## config.mk

```make
export PLATFORM = sky130hd
export DESIGN_NAME = buzzer_sequencer
export DESIGN_NICKNAME = d
export VERILOG_FILES = /design/src/rtl/buzzer_sequencer.sv
export SDC_FILE = /design/constraint.sdc
export NUM_CORES = 1
export LEC_CHECK = 0
export BUFFER_PORTS_ARGS = -buffer_cell sky130_fd_sc_hd__buf_2
export CAP_MARGIN = 30
export CORE_MARGIN = 2
export CORE_UTILIZATION = 60
export DETAILED_ROUTE_END_ITERATION = 12
export PLACE_DENSITY = 0.78
export RECOVER_POWER = 25
export SKIP_CTS_REPAIR_TIMING = 1
export SLEW_MARGIN = 10
export SYNTH_ARGS = -nofsm -noshare
export SYNTH_HDL_FRONTEND = slang
export SYNTH_SLANG_ARGS = --single-unit
```

## constraint.sdc

```tcl
create_clock -name CLK -period 2.8 [get_ports CLK]
set_input_delay 0.84 -clock CLK [delete_from_list [all_inputs] [get_ports CLK]]
set_output_delay 0.84 -clock CLK [all_outputs]
set_load 0.02 [all_outputs]
```

## src/rtl/buzzer_sequencer.sv

```systemverilog
// ---------------------------------------------------------------------------
// buzzer_sequencer
//
// Converts single-cycle event requests from the quiz-responder control logic
// into timed, mutually exclusive level commands for the buzzer tone
// generator.
//
//   TimeOver_Req > Answer_Req > True_Req   (fixed priority)
//
// A time-over request preempts a running answer or true tone. The time-over
// tone is played as TO_BEEPS beeps of TO_ON_TICKS cycles each. The beeps are
// separated by gaps of TO_OFF_TICKS cycles.
//
// Optional build macro:
//   BUZZER_QUEUE_EN  - keep one pending flag per Answer/True request type.
//                      Requests that lose arbitration or arrive while busy
//                      are replayed at termination in priority order.
//                      Without it such requests are dropped.
//
// Ports:
//   CLK              system clock, rising edge
//   RST              asynchronous active-high reset
//   Answer_Req       pulse: first responder locked
//   True_Req         pulse: answer judged correct
//   TimeOver_Req     pulse: answer time expired
//   Mute             level: abort any tone, block requests
//   Buzzer_Answer    high for the whole answer tone
//   Answer_true      high for the whole correct-answer tone
//   Buzzer_TimeOver  high during time-over beeps
//   TimeOver_Stop    high over the whole time-over pattern (beeps and gaps)
//   Busy             sequencer not idle
//   Done             one-cycle pulse after a normally completed sequence
// ---------------------------------------------------------------------------
//
//  state    | meaning
//  ---------+---------------------------------------------------------------
//  S_IDLE   | no tone; requests arbitrated every cycle
//  S_ANS    | answer tone, ANS_TICKS cycles
//  S_TRUE   | correct-answer tone, TRUE_TICKS cycles
//  S_TO_ON  | time-over beep, TO_ON_TICKS cycles; bcnt counts beeps
//  S_TO_OFF | silent gap between beeps, TO_OFF_TICKS cycles
//
module buzzer_sequencer #(
   parameter int ANS_TICKS    = 25_000_000,
   parameter int TRUE_TICKS   = 50_000_000,
   parameter int TO_ON_TICKS  = 12_500_000,
   parameter int TO_OFF_TICKS = 12_500_000,
   parameter int TO_BEEPS     = 3,
   parameter int CNT_W        = 26
) (
   input  logic CLK,
   input  logic RST,
   input  logic Answer_Req,
   input  logic True_Req,
   input  logic TimeOver_Req,
   input  logic Mute,
   output logic Buzzer_Answer,
   output logic Answer_true,
   output logic Buzzer_TimeOver,
   output logic TimeOver_Stop,
   output logic Busy,
   output logic Done
);

   localparam logic [2:0] S_IDLE   = 3'd0;
   localparam logic [2:0] S_ANS    = 3'd1;
   localparam logic [2:0] S_TRUE   = 3'd2;
   localparam logic [2:0] S_TO_ON  = 3'd3;
   localparam logic [2:0] S_TO_OFF = 3'd4;

   localparam logic [CNT_W-1:0] ANS_LAST    = CNT_W'(ANS_TICKS - 1);
   localparam logic [CNT_W-1:0] TRUE_LAST   = CNT_W'(TRUE_TICKS - 1);
   localparam logic [CNT_W-1:0] TO_ON_LAST  = CNT_W'(TO_ON_TICKS - 1);
   localparam logic [CNT_W-1:0] TO_OFF_LAST = CNT_W'(TO_OFF_TICKS - 1);
   localparam logic [3:0]       BEEPS_LAST  = 4'(TO_BEEPS - 1);
   localparam logic [CNT_W-1:0] CNT_ONE     = CNT_W'(1);

`ifdef BUZZER_QUEUE_EN
   localparam logic QUEUE_EN = 1'b1;
`else
   localparam logic QUEUE_EN = 1'b0;
`endif

   logic [2:0]       state_q, state_d;
   logic [CNT_W-1:0] cnt_q, cnt_d;
   logic [3:0]       bcnt_q, bcnt_d;
   logic             done_d;

   // Pending flags. A time-over request never waits: it either wins or
   // preempts, or it is ignored inside its own pattern. So only the answer
   // and true requests need a flag. Without the queue the flags stay at
   // zero and synthesis removes them.
   logic             pend_ans_q, pend_ans_d;
   logic             pend_true_q, pend_true_d;

   logic             is_idle;
   logic             cand_ans;
   logic             cand_true;
   logic             dispatch;
   logic             capture;

   logic             ans_q, true_q, to_beep_q, to_stop_q, busy_q, done_q;

   assign is_idle = (state_q == S_IDLE);

   // Candidates for the next sequence when one is chosen. In IDLE this is
   // the live request. At termination, with the queue, it also includes
   // queued flags and any request that arrives in the terminating cycle.
   // Without the queue, termination always returns to IDLE.
   assign cand_ans  = (Answer_Req & (is_idle | QUEUE_EN)) | pend_ans_q;
   assign cand_true = (True_Req   & (is_idle | QUEUE_EN)) | pend_true_q;

   always_comb begin
      state_d     = state_q;
      cnt_d       = cnt_q;
      bcnt_d      = bcnt_q;
      done_d      = 1'b0;
      pend_ans_d  = pend_ans_q;
      pend_true_d = pend_true_q;
      dispatch    = 1'b0;
      capture     = 1'b0;

      if (Mute) begin
         state_d     = S_IDLE;
         cnt_d       = '0;
         bcnt_d      = '0;
         pend_ans_d  = 1'b0;
         pend_true_d = 1'b0;
      end else begin
         case (state_q)
            S_IDLE: begin
               if (TimeOver_Req) begin
                  state_d = S_TO_ON;
                  cnt_d   = '0;
                  bcnt_d  = '0;
                  capture = 1'b1;
               end else begin
                  dispatch = 1'b1;
               end
            end

            S_ANS, S_TRUE: begin
               // Preemption: the aborted tone gives no Done.
               if (TimeOver_Req) begin
                  state_d = S_TO_ON;
                  cnt_d   = '0;
                  bcnt_d  = '0;
                  capture = 1'b1;
               end else if (cnt_q == ((state_q == S_ANS) ? ANS_LAST : TRUE_LAST)) begin
                  done_d   = 1'b1;
                  dispatch = 1'b1;
               end else begin
                  cnt_d   = cnt_q + CNT_ONE;
                  capture = 1'b1;
               end
            end

            S_TO_ON: begin
               if (cnt_q == TO_ON_LAST) begin
                  if (bcnt_q == BEEPS_LAST) begin
                     done_d   = 1'b1;
                     dispatch = 1'b1;
                  end else begin
                     state_d = S_TO_OFF;
                     cnt_d   = '0;
                     bcnt_d  = bcnt_q + 4'd1;
                     capture = 1'b1;
                  end
               end else begin
                  cnt_d   = cnt_q + CNT_ONE;
                  capture = 1'b1;
               end
            end

            S_TO_OFF: begin
               if (cnt_q == TO_OFF_LAST) begin
                  state_d = S_TO_ON;
                  cnt_d   = '0;
               end else begin
                  cnt_d = cnt_q + CNT_ONE;
               end
               capture = 1'b1;
            end

            default: begin
               state_d = S_IDLE;
               cnt_d   = '0;
               bcnt_d  = '0;
            end
         endcase

         // Requests that arrive while busy, or that lose to a time-over in
         // IDLE, are held. A repeat of a request already pending is simply
         // absorbed by the OR.
         if (capture) begin
            pend_ans_d  = QUEUE_EN & (pend_ans_q  | Answer_Req);
            pend_true_d = QUEUE_EN & (pend_true_q | True_Req);
         end

         // Choose the next sequence (IDLE or termination). A true request
         // that loses to an answer stays queued.
         if (dispatch) begin
            cnt_d = '0;
            if (cand_ans) begin
               state_d = S_ANS;
            end else if (cand_true) begin
               state_d = S_TRUE;
            end else begin
               state_d = S_IDLE;
            end
            pend_ans_d  = 1'b0;
            pend_true_d = QUEUE_EN & cand_ans & cand_true;
         end
      end
   end

   always_ff @(posedge CLK or posedge RST) begin
      if (RST) begin
         state_q     <= S_IDLE;
         cnt_q       <= '0;
         bcnt_q      <= '0;
         pend_ans_q  <= 1'b0;
         pend_true_q <= 1'b0;
      end else begin
         state_q     <= state_d;
         cnt_q       <= cnt_d;
         bcnt_q      <= bcnt_d;
         pend_ans_q  <= pend_ans_d;
         pend_true_q <= pend_true_d;
      end
   end

   // Outputs are registered from the next state, so they change on the same
   // edge as the state register and are glitch-free toward the tone generator.
   always_ff @(posedge CLK or posedge RST) begin
      if (RST) begin
         ans_q     <= 1'b0;
         true_q    <= 1'b0;
         to_beep_q <= 1'b0;
         to_stop_q <= 1'b0;
         busy_q    <= 1'b0;
         done_q    <= 1'b0;
      end else begin
         ans_q     <= (state_d == S_ANS);
         true_q    <= (state_d == S_TRUE);
         to_beep_q <= (state_d == S_TO_ON);
         to_stop_q <= (state_d == S_TO_ON) || (state_d == S_TO_OFF);
         busy_q    <= (state_d != S_IDLE);
         done_q    <= done_d;
      end
   end

   assign Buzzer_Answer   = ans_q;
   assign Answer_true     = true_q;
   assign Buzzer_TimeOver = to_beep_q;
   assign TimeOver_Stop   = to_stop_q;
   assign Busy            = busy_q;
   assign Done            = done_q;

endmodule
```

Yosys cells after proc, flatten, opt, wreduce, memory -nomap -nowiden
Index checks and enable logic that the tools add are counted.
{"block": "classes", "n_eq_ne": 18, "bitwise": 4, "n_reduce_logical": 8, "addsub": 2, "n_mux": 43}
{"cell": "26-bit 2-to-1 mux", "n": 9}
{"cell": "26-bit one-hot mux with 4 select lines", "n": 1}
{"cell": "26-bit by 1-bit adder with 26-bit output, second input constant", "n": 1}
{"cell": "26-bit by 24-bit == test with 1-bit output, second input constant", "n": 1}
{"cell": "26-bit == test", "n": 1}
{"cell": "3-bit 2-to-1 mux", "n": 6}
{"cell": "1-bit 2-to-1 mux", "n": 16}
{"cell": "4-bit 2-to-1 mux", "n": 4}
{"cell": "3-bit by 2-bit == test with 1-bit output, second input constant", "n": 4}
{"cell": "4-bit one-hot mux with 3 select lines", "n": 1}
{"cell": "5-bit inequality test, second input constant", "n": 2}
{"cell": "3-bit one-hot mux with 3 select lines", "n": 1}
{"cell": "3-bit by 1-bit == test with 1-bit output, second input constant", "n": 2}
{"cell": "3-bit == test, second input constant", "n": 2}
{"cell": "3-bit inequality test, second input constant", "n": 2}
{"cell": "3-bit nonzero test", "n": 2}
{"cell": "4-bit by 1-bit adder with 4-bit output, second input constant", "n": 1}
{"cell": "4-bit by 2-bit == test with 1-bit output, second input constant", "n": 1}
{"cell": "2-bit 2-to-1 mux", "n": 2}
{"cell": "4-bit by 3-bit inequality test with 1-bit output, second input constant", "n": 1}
{"cell": "1-bit one-hot mux with 4 select lines", "n": 1}
{"cell": "4-bit AND reduction", "n": 1}
{"cell": "3-bit logical NOT", "n": 1}
{"cell": "3-bit by 1-bit inequality test with 1-bit output, second input constant", "n": 1}
{"cell": "9 further kinds", "n": 11}
{"block": "word_totals", "out_inout_bits": 6, "regBits": 40, "in_bits": 6, "wordCells": 85}

Depth between registers and ports, before layout
{"block": "logic_depth", "ltp_word": 11, "ltp_mapped": 9, "depth_no_buf": 8}

Worst setup path after synthesis
Ideal clock, no wire load.
{"block": "synth_path", "path_type": "input -> register", "startpoint": "input port TimeOver_Req", "endpoint": "register cnt_q[10]", "arrival_time_ps": 2185, "slack_ps": 496, "path_buffers": 1, "setup_time_ps": 119, "path_stages": 6, "cell_sequence": "or4_1 > a2111oi_4 > nor2_2 > o211ai_2 > buf_6 > nor2_2"}
{"block": "synth_via", "elab_chain_len": 5}
{"item": "from (decl)", "line_no": "55", "source": "input logic TimeOver_Req,"}
{"item": "1-bit 2-to-1 mux, on equally long branches", "line_no": "144, 132"}
{"item": "1-bit one-hot mux with 3 select lines", "line_no": "130", "source": "case (state_q)"}
{"item": "1-bit 2-to-1 mux", "line_no": "123", "source": "if (Mute) begin"}
{"item": "5-bit inequality test (no source line) (tied with other cells)"}
{"item": "3-bit AND reduction (no source line) / 26-bit 2-to-1 mux (equally long branches)"}
{"item": "to (signal assigned)", "line_no": "226", "source": "cnt_q <= cnt_d;"}
{"item": "to (decl)", "line_no": "85", "source": "logic [CNT_W-1:0] cnt_q, cnt_d;"}
Parallel ways exist; a longest one is shown, timed or not. The select of a mux whose other input is x is not followed.
A chain may end at the register's enable or synchronous reset.

Worst setup path in the final report
{"block": "layout_path", "startpoint": "register state_q[0]", "endpoint": "register cnt_q[2]"}
{"block": "layout_via", "elab_chain_len": 9}
{"item": "from (decl)", "line_no": "84", "source": "logic [2:0] state_q, state_d;"}
{"item": "from (signal assigned)", "line_no": "225", "source": "state_q <= state_d;"}
{"item": "3-bit by 1-bit == test with 1-bit output", "line_no": "130, 149"}
{"item": "26-bit 2-to-1 mux", "line_no": "149", "source": "end else if (cnt_q == ((state_q == S_ANS) ? ANS_LAST : TRUE_LAST)) begin"}
{"item": "26-bit == test", "line_no": "149"}
{"item": "1-bit 2-to-1 mux", "line_no": "149"}
{"item": "1-bit 2-to-1 mux", "line_no": "144", "source": "if (TimeOver_Req) begin"}
{"item": "1-bit one-hot mux with 3 select lines", "line_no": "130"}
{"item": "1-bit 2-to-1 mux", "line_no": "123"}
{"item": "5-bit inequality test (no source line) (tied with other cells)"}
{"item": "3-bit AND reduction (no source line) / 26-bit 2-to-1 mux (equally long branches)"}
Parallel ways exist; a longest one is shown, timed or not. The select of a mux whose other input is x is not followed.

==> impl_metrics.py <==
metrics = {
    "outcome": {
        "status": "completed",
    },
    "routing": {
        "dr.max_layer_used": "met4",
        "wl_met1_um": 1910,
        "num_vias": 1613,
        "wl_met3_um": 152,
        "ant_nets": 0,
        "wl_per_cell_um": 14.3,
        "drc": 0,
        "drt-pass1-iter-count": 4,
        "wl_met2_um": 1930,
        "drt-initial-drc-count": 123,
        "viasPerCell": 5.72,
        "drt_wl_total_um": 4040,
    },
    "cts": {
        "root_buffer": "clkbuf_8",
        "cts_buffers": 5,
        "cts.sinks": 39,
        "htree_num_levels": 2,
        "tritoncts": "done",
        "clk_path_buf_depth": 2,
        "clk_latency_ns": 0.29,
        "clk_pin_slew_ns": 0.07,
    },
    "sta": {
        "fin_crit_ns": 2.25,
        "fin_ws_ns": 0.548,
        "finClkSkew_ns": 0.00547,
        "hold_violations": 0,
        "worst_pin_slew_ns": 0.933,
        "setup_tns_ns": 0,
        "grt_setup_unrepaired": "no",
        "finalCritPeriodShare_pct": 80.4,
        "maxSlewViolCount": 0,
        "slew_headroom_pct": 37.8,
        "setup_viol_count_final": 0,
        "max_freq_ghz": 0.444,
    },
    "die": {
        "die_y_um": 65.2,
        "dieArea_sq_mm": 0.00425,
        "initial_utilization_pct": 61.9,
        "die_width_um": 65.2,
        "rows": 22,
        "io_pins": 12,
        "coreArea_sq_mm": 0.00363,
    },
    "synthesis": {
        "avgSynthCellArea_sq_um": 10.2,
        "synthDistinctLibCells": 53,
        "synthCells": 220,
        "synth_edf_count": 0,
        "synth_top_cell_area_share_pct": 43.4,
        "syn_nets": 229,
        "yosys-top-cells-area": "dfrtp_1, xor2_1, nor2_2, nor2_1, nand4_1",
        "synth_commonest_cells": "dfrtp_1, nor2_1, nor2_2, xor2_1, nand2_1",
        "synthFlopType": "dfrtp_1",
        "ys_ff_latch": 39,
        "yosys.area.top_type": "dfrtp_1",
        "yosysMostFrequentCell": "dfrtp_1",
        "synth_warnings": 0,
        "netlist_area_sq_mm": 0.00225,
        "synth-seq-area-share_pct": 43.4,
        "async_flop_share_pct": 100,
    },
    "critical_path": {
        "rr_worst_depth": 7,
        "cp-end-kind": "flop",
        "critPathRequiredTime_ns": 2.98,
        "arrival_ns": 2.43,
        "path_max_fanout": 26,
        "crit_type": "flop to flop",
        "start_kind": "flop",
    },
    "power_and_ir_drop": {
        "leakage_nw": 1.01,
        "ir_drop_uv": 316,
        "power_density_mw_per_mm2": 446,
    },
    "finish": {
        "area_growth_pct": 8.51,
        "nets": 242,
        "post-route-util_pct": 67.1,
        "postLayoutCellArea_sq_mm": 0.00244,
        "antenna_cells": 0,
        "final_cells": 282,
        "drive_gt1_share_pct": 25.2,
    },
    "place": {
        "gp_congestion": 0.859,
        "placed_area_sq_mm": 0.00234,
        "post-place-ws_ns": 0.295,
        "port_buffers": 11,
        "place_inst": 274,
        "dp_hpwl_um": 2900,
    },
    "global_routing": {
        "grt_pass1_vias": 1482,
        "gr-total-overflow": 0,
        "grt_start_max_net_pins": 40,
        "track_usage_pct": 21.8,
        "grt_pass1_wl_um": 7040,
        "antenna_found_initial": 0,
    },
    "run": {
        "max-cap-violations": 0,
    },
    "min_path": {
        "hold_depth": 1,
        "hold_path.class": "flop to flop",
    },
}
-- final cells by class --
class	count	area [sq um]
fill	305	1190
multi-input combinational	166	1190
sequential	39	976
clock buffer	7	96.3
timing repair buffer	13	80.1
tap	48	60.1
inverter	8	30.0
clock inverter	1	7.51
-- flip-flops by register name, summed over array words and instances, names as in the netlist --
name / count
state_q: 3
Done: 1
Busy: 1
Answer_true: 1
Buzzer_TimeOver: 1
TimeOver_Stop: 1
cnt_q: 26
Buzzer_Answer: 1
bcnt_q: 4
-- kinds of logic (layout without fill, tap and decap cells) --
logic type	count (synthesis)	count (layout)	share of synthesized area (%)
compound gates	22	22	8.18
xor+xnor	25	25	9.74
fa+ha+maj	3	3	1.67
buf+inv	15	29	3.67
flops	39	39	43.4
mux	2	2	0.890
simple gates	114	114	32.4
-- stage by stage --
stage / total power [mW] / hold WS (ns)
after floorplan: 0.659 / 0.435
after global placement: 0.681 / 0.457
after detailed placement: 0.682 / 0.467
after CTS: 1.10 / 0.479
after global routing: 1.13 / 0.510
final: 1.09 / 0.475
-- layer usage --
layer,GRT usage (%),vias up
li1,-,799
met1,29.8,781
met2,34.7,27
met3,4.62,6
met4,6.77,0
met5,0,-
-- path summary, 6_finish.rpt --
check	endpoint	slack [ns]	startpoint
setup / recovery	cnt_q[2]	0.55	state_q[0]
hold / removal	cnt_q[0]	0.48	cnt_q[0]
setup reg to reg	cnt_q[2]	0.55	state_q[0]
hold reg to reg	cnt_q[0]	0.48	cnt_q[0]
max in group asynchronous	cnt_q[12]	1.41	RST
min in group asynchronous	bcnt_q[2]	0.82	RST
-- worst max-delay path, cell delays in order (launching register included) --
cell	delay [ns]
dfrtp_1	0.57
or3b_4	0.45
nand4bb_4	0.23
a2111oi_4	0.41
nor2_2	0.09
o211ai_2	0.10
buf_12	0.22
nor2_1	0.07
-- placed cells by master (no fill, tap or decap), types with 3 or more instances in the layout --
cell,n
dfrtp_1,39
nor2_1,21
xor2_1,21
nor2_2,21
nand2_1,13
buf_2,11
nand3_1,10
nand4_1,9
inv_1,8
nor3_1,7
clkbuf_8,7
o21ai_0,5
xnor2_1,4
and4_1,3
nor3b_1,3
and3_1,3
ha_1,3
-- where the power goes --
group	switching [mW]	leakage [nW]	internal (mW)
combinational	0.0556	0.425	0.0315
clock	0.196	0.0505	0.224
sequential	0.00959	0.534	0.572
total	0.261	1.01	0.828
No activity file was read; power rests on OpenSTA's default activity.
